[config.mk]
export PLATFORM = sky130hd
export DESIGN_NAME = register_file_n
export DESIGN_NICKNAME = d
export VERILOG_FILES = /design/src/rtl/register_file_pkg.sv /design/src/rtl/register_file_n_read_port.sv /design/src/rtl/register_file_n.sv
export SDC_FILE = /design/constraint.sdc
export NUM_CORES = 1
export LEC_CHECK = 0
export BUFFER_PORTS_ARGS = -buffer_cell sky130_fd_sc_hd__buf_4
export CAP_MARGIN = 10
export CORE_MARGIN = 2
export CORE_UTILIZATION = 45
export CTS_CLUSTER_DIAMETER = 100
export CTS_CLUSTER_SIZE = 40
export DETAILED_ROUTE_END_ITERATION = 8
export PLACE_DENSITY_LB_ADDON = 0.05
export SYNTH_ARGS = -nofsm -noshare
export SYNTH_HDL_FRONTEND = slang
export SYNTH_HIERARCHICAL = 1
export SYNTH_SLANG_ARGS = --single-unit
[constraint.sdc]
create_clock -name clock -period 2 [get_ports clock]
set_input_delay 0.3 -clock clock [delete_from_list [all_inputs] [get_ports clock]]
set_output_delay 0.3 -clock clock [all_outputs]
set_load 0.01 [all_outputs]
[src/rtl/register_file_pkg.sv]
// Shared sizing helpers for the general register set.
//   addr_w(n)      : address width for n registers, never less than one bit
//   rf_addr_t      : wide address container used for range comparisons so that
//                    a narrow port address and a register count can be compared
//                    without width games at every call site
//   addr_usable()  : true when an address names a real, writable register
//                    (in range and not the hardwired zero register)
package register_file_pkg;

  localparam int RF_ADDR_MAX_W = 16;

  typedef logic [RF_ADDR_MAX_W-1:0] rf_addr_t;

  function automatic int addr_w(input int n);
    return (n <= 2) ? 1 : $clog2(n);
  endfunction

  function automatic logic addr_usable(input rf_addr_t addr,
                                       input int       num_regs,
                                       input bit       zero_reg);
    return (addr < rf_addr_t'(num_regs)) && !(zero_reg && (addr == '0));
  endfunction

endpackage

[src/rtl/register_file_n_read_port.sv]
// One registered read port of the register file.
// Decodes the read address against the parent's storage array, applies the
// range / zero-register rules, forwards a same-cycle write (bypass) and
// registers the result with one cycle of latency.
// Ports:
//   clock, reset, enable      : clock, synchronous active-high reset, global enable
//   rd_en, rd_addr            : read request and address
//   wr_en, wr_addr, wr_data   : the write port, observed for bypass
//   regs, pending             : storage array and scoreboard owned by the parent
//   rd_data, busy             : registered read data and "was pending" flag
module rf_read_port
  import register_file_pkg::*;
#(
  parameter int WORD_SIZE = 8,
  parameter int NUM_REGS  = 8,
  parameter bit ZERO_REG  = 1'b1,
  parameter int ADDR_W    = addr_w(NUM_REGS)
) (
  input  logic                               clock,
  input  logic                               reset,
  input  logic                               enable,
  input  logic                               rd_en,
  input  logic [ADDR_W-1:0]                  rd_addr,
  input  logic                               wr_en,
  input  logic [ADDR_W-1:0]                  wr_addr,
  input  logic [WORD_SIZE-1:0]               wr_data,
  input  logic [NUM_REGS-1:0][WORD_SIZE-1:0] regs,
  input  logic [NUM_REGS-1:0]                pending,
  output logic [WORD_SIZE-1:0]               rd_data,
  output logic                               busy
);

  logic                 usable;
  logic                 hit_wr;
  logic [WORD_SIZE-1:0] word_sel;
  logic                 pend_sel;
  logic [WORD_SIZE-1:0] data_p0;
  logic                 busy_p0;

  // Stage 0: decode, range/zero qualification and bypass selection.
  // The select is a compare-per-register loop rather than a direct index so a
  // non-power-of-two register count never produces an out-of-bounds access.
  always_comb begin
    usable   = addr_usable(rf_addr_t'(rd_addr), NUM_REGS, ZERO_REG);
    hit_wr   = wr_en && (wr_addr == rd_addr);
    word_sel = '0;
    pend_sel = 1'b0;
    for (int i = 0; i < NUM_REGS; i++) begin
      if (rd_addr == ADDR_W'(i)) begin
        word_sel = regs[i];
        pend_sel = pending[i];
      end
    end
    data_p0 = '0;
    busy_p0 = 1'b0;
    if (usable) begin
      data_p0 = hit_wr ? wr_data : word_sel;
      // A write landing this cycle clears the reservation, so the reader
      // receives the fresh value and must not see it as still pending.
      busy_p0 = pend_sel && !hit_wr;
    end
  end

  // Stage 1: output registers; hold whenever the port is idle or disabled.
  always_ff @(posedge clock) begin
    if (reset) begin
      rd_data <= '0;
      busy    <= 1'b0;
    end else if (enable && rd_en) begin
      rd_data <= data_p0;
      busy    <= busy_p0;
    end
  end

endmodule

[src/rtl/register_file_n.sv]
// General register set: NUM_REGS words of WORD_SIZE bits with two registered
// read ports (A, B), one write port, same-cycle write-to-read bypass and a
// per-register pending scoreboard for values awaiting writeback.
// Ports:
//   clock, reset, enable          : clock, synchronous active-high reset, global enable
//   rd_en_a, rd_addr_a            : port A read request / address
//   rd_data_a, busy_a             : port A registered data / pending flag
//   rd_en_b, rd_addr_b            : port B read request / address
//   rd_data_b, busy_b             : port B registered data / pending flag
//   wr_en, wr_addr, wr_data       : write request, address, data
//   rsv_en, rsv_addr              : reservation request, address
//   pending                       : live scoreboard, bit i = register i pending
module register_file_n
  import register_file_pkg::*;
#(
  parameter  int WORD_SIZE = 8,
  parameter  int NUM_REGS  = 8,
  parameter  bit ZERO_REG  = 1'b1,
  localparam int ADDR_W    = addr_w(NUM_REGS)
) (
  input  logic                 clock,
  input  logic                 reset,
  input  logic                 enable,
  input  logic                 rd_en_a,
  input  logic [ADDR_W-1:0]    rd_addr_a,
  output logic [WORD_SIZE-1:0] rd_data_a,
  output logic                 busy_a,
  input  logic                 rd_en_b,
  input  logic [ADDR_W-1:0]    rd_addr_b,
  output logic [WORD_SIZE-1:0] rd_data_b,
  output logic                 busy_b,
  input  logic                 wr_en,
  input  logic [ADDR_W-1:0]    wr_addr,
  input  logic [WORD_SIZE-1:0] wr_data,
  input  logic                 rsv_en,
  input  logic [ADDR_W-1:0]    rsv_addr,
  output logic [NUM_REGS-1:0]  pending
);

  logic [NUM_REGS-1:0][WORD_SIZE-1:0] regs;
  logic [NUM_REGS-1:0]                wr_hit;
  logic [NUM_REGS-1:0]                rsv_hit;

  // Stage 0: per-register write / reserve decode. Out-of-range addresses match
  // no register and the zero register is excluded, so both are dropped here.
  always_comb begin
    wr_hit  = '0;
    rsv_hit = '0;
    for (int i = 0; i < NUM_REGS; i++) begin
      if (!(ZERO_REG && (i == 0))) begin
        wr_hit[i]  = wr_en  && (wr_addr  == ADDR_W'(i));
        rsv_hit[i] = rsv_en && (rsv_addr == ADDR_W'(i));
      end
    end
  end

  // Stage 1: storage and scoreboard. A reservation wins over the clear from a
  // simultaneous write: the data lands but the register stays pending.
  always_ff @(posedge clock) begin
    if (reset) begin
      regs    <= '0;
      pending <= '0;
    end else if (enable) begin
      for (int i = 0; i < NUM_REGS; i++) begin
        if (wr_hit[i]) begin
          regs[i] <= wr_data;
        end
        if (rsv_hit[i]) begin
          pending[i] <= 1'b1;
        end else if (wr_hit[i]) begin
          pending[i] <= 1'b0;
        end
      end
    end
  end

  rf_read_port #(
    .WORD_SIZE (WORD_SIZE),
    .NUM_REGS  (NUM_REGS),
    .ZERO_REG  (ZERO_REG),
    .ADDR_W    (ADDR_W)
  ) u_port_a (
    .clock   (clock),
    .reset   (reset),
    .enable  (enable),
    .rd_en   (rd_en_a),
    .rd_addr (rd_addr_a),
    .wr_en   (wr_en),
    .wr_addr (wr_addr),
    .wr_data (wr_data),
    .regs    (regs),
    .pending (pending),
    .rd_data (rd_data_a),
    .busy    (busy_a)
  );

  rf_read_port #(
    .WORD_SIZE (WORD_SIZE),
    .NUM_REGS  (NUM_REGS),
    .ZERO_REG  (ZERO_REG),
    .ADDR_W    (ADDR_W)
  ) u_port_b (
    .clock   (clock),
    .reset   (reset),
    .enable  (enable),
    .rd_en   (rd_en_b),
    .rd_addr (rd_addr_b),
    .wr_en   (wr_en),
    .wr_addr (wr_addr),
    .wr_data (wr_data),
    .regs    (regs),
    .pending (pending),
    .rd_data (rd_data_b),
    .busy    (busy_b)
  );

endmodule

==> impl_results.md <==
* Status: complete, no violations
* Routability cong. at 0.912
* Sequential share of the synthesized area at 35.8%
* Global Route met1 Usage at 33.5%
* Antenna violations before repair at 0
* Final worst slack at 0.471 ns
* Gr usage total at 26.3%
* Worst vdd ir at 0.343 mV
* Crit. End Element: register
* ANT cells at 0
* Async S/R FF share, synth at 0%
* Die area at 10900 µm²
* Cell Rows at 36
* Worst path most repeated cell: buf_4
* Clock Sinks at 81
* # setup viols final at 0
* Die Span Y at 104 µm
* Count of input and output buffers at 51
* Via/cell ratio at 6.03
* Main flop type after synthesis: dfxtp_1
* Clock root buffer master: clkbuf_8
* Part of the cycle the worst path needs at 76.5%
* Largest net degree at the start of global routing at 40
* Post-route setup TNS at 0 ns
* DRC viols at 0
* Hold WS at 0.221 ns
* DIE WIDTH at 104 µm
* Inst Count DP at 660
* Area contributors post-synth: dfxtp_1, a31o_1, nand2_1
* Crit path max fanout at 17
* Post-Synthesis Cells at 490
* Pre-CTS WS at 0.117 ns
* First-pass GRT wire length at 22.2 mm
* Syn Area/Cell at 9.24 µm²
* Antenna-violating nets left at 0
* Max-slew violation count at 0
* Pre-Repair DR Iteration Count at 4
* GRT Residual Overflow at 0
* Hold Path Class: in2reg
* Share of the synthesized area in the top cell type at 35.8%
* Setup crit start kind: input pin
* Final #Nets at 565
* Critical Path RT at 2.30 ns
* DP Area at 4990 µm²
* Pin slew with the least headroom to its limit at 0.603 ns
* TritonCTS Buffers at 9
* Final wirelength at 14.1 mm
* CTS hold repair buffers at 0
* Layout Skew at 0.0111 ns
* Unique masters post-synth at 50
* Vias in the first global route at 3926
* Pwr dens at 649 nW/µm²
* Initial Util at 46.3%
* Iteration-0 DRC Markers at 219
* Hold Fails Final Rpt at 0
* Post CTS Setup Buffer Count at 0
* Clock Path Buffers at 2
* Buffers & Inverters on Critical Path at 2
* # resized after CTS at 0
* Fin util at 53.2%
* Area delta synth->final at 14.8%
* FMAX at 654 MHz
* Cell Chain, Critical Path: buf_4 > buf_4 > nor2b_1 > a32o_1 > o21ai_0 > a31oi_1 > a21o_1
* Ys Warns at 6
* DR vias at 4075
* RSZ-0062 raised after global routing: no
* Kind of critical path: in2reg
* Met3 global-route usage at 5.20%
* Final Cell Area at 5200 µm²
* EDFF count, synth at 0
* FF+latch count, synth at 81
* Detailed placement HPWL at 10.6 mm
* Final min period at 1.53 ns
* # IOs at 53
* Total power at 3.37 mW
* GRT met2 Usage at 45.4%
* TritonCTS clock tree: built
* Clk slew on worst S/H paths at 0.09 ns
* Routed wire length per instance at 20.9 µm
* Slowest cell on crit path: nor2b_1
* CTS H-tree lvls at 3
* Core area at 9770 µm²
* Slowest stage delay, CP at 0.34 ns
* Final std cells w/o fill at 676
* Layout cells sized above 1 at 28.4%
* Clk_lat worst skew at 0.35 ns
* Synth area leader: dfxtp_1
* Static leakage at 2.01 nW
* GRT busiest layer: met2
* Post-Syn Area at 4530 µm²
* Top delay family on crit path: compound AO/OA/AOI/OAI gates
* Max_cap viols at 0
* Max-Slew Margin vs Limit at 59.8%
* CP arrival at 1.83 ns
layer usage:
metal / vias up / part of all wire (%)
met5: - / 0
met4: 0 / 1.6
met3: 19 / 4.3
met2: 99 / 50
met1: 2019 / 45
li1: 1938 / -
worst min-delay path: stages:
cell and delay, ns:
buf_4 0.10, o211ai_2 0.09, nand2_1 0.06
layout by cell type, fill, tap and decap left out, drive strengths merged, types with 11 or more instances in the layout:
master and instances:
mux2 14, mux2i 22, nor3 54, clkbuf 11, or2 12, o211ai 12, buf 81, a31o 54
dfxtp 81, nand2 74, nand2b 11, o21ai 12
registers in the layout, indices dropped and copies added (netlist names):
register          count
regs                 56
u_port_a/rd_data      8
u_port_b/rd_data      8
pending               7
u_port_a/busy         1
u_port_b/busy         1
synthesized netlist by cell type, types with 6 or more instances:
cell type and n:
dfxtp_1 81, nand2_1 74, nor3_1 52, a31o_1 36, mux2i_1 22, a31o_2 18
buf_2 15, mux2_2 14, buf_6 12, o21ai_0 12, clkbuf_1 11, nand2b_1 11
a31oi_1 8, mux4_2 8, o211ai_1 8, a21oi_1 6, a221oi_1 6, buf_4 6
nand3b_1 6, nor2b_1 6, o221ai_1 6, xnor2_1 6
layout make-up:
type	count	area [µm²]
Tap cell	133	166
Sequential cell	81	1620
Fill cell	955	4580
Timing Repair Buffer	81	621
Clock buffer	11	141
Inverter	2	7.51
Clock inverter	5	62.6
Multi-Input combinational cell	363	2580
worst paths after layout:
kind | cells after the start | from | slack, ns | end
max reg2reg | 5 | regs[9] | 0.54 | u_port_b/rd_data[1]
min reg2reg | 2 | u_port_b/rd_data[2] | 0.44 | u_port_b/rd_data[2]
max | 7 | rd_addr_a[2] | 0.47 | u_port_a/rd_data[3]
min | 3 | wr_data[4] | 0.22 | u_port_b/rd_data[4]
power by group:
part / total (mW) / internal [mW] / switching [mW]
Combinational: 0.469 / 0.180 / 0.289
Sequential: 1.66 / 1.64 / 0.0221
Clock: 1.24 / 0.619 / 0.626
kinds of logic after synthesis:
kind of cell / Yosys count / synth area share [%]
AO/OA/AOI/OAI: 121 / 21.3
flip-flops: 81 / 35.8
other: 1 / 0.0828
multiplexers: 44 / 12.3
AND/OR/NAND/NOR: 189 / 21.9
buffers and inverters: 48 / 7.38
XOR/XNOR: 6 / 1.16
Power figures use the tool's default switching activity.
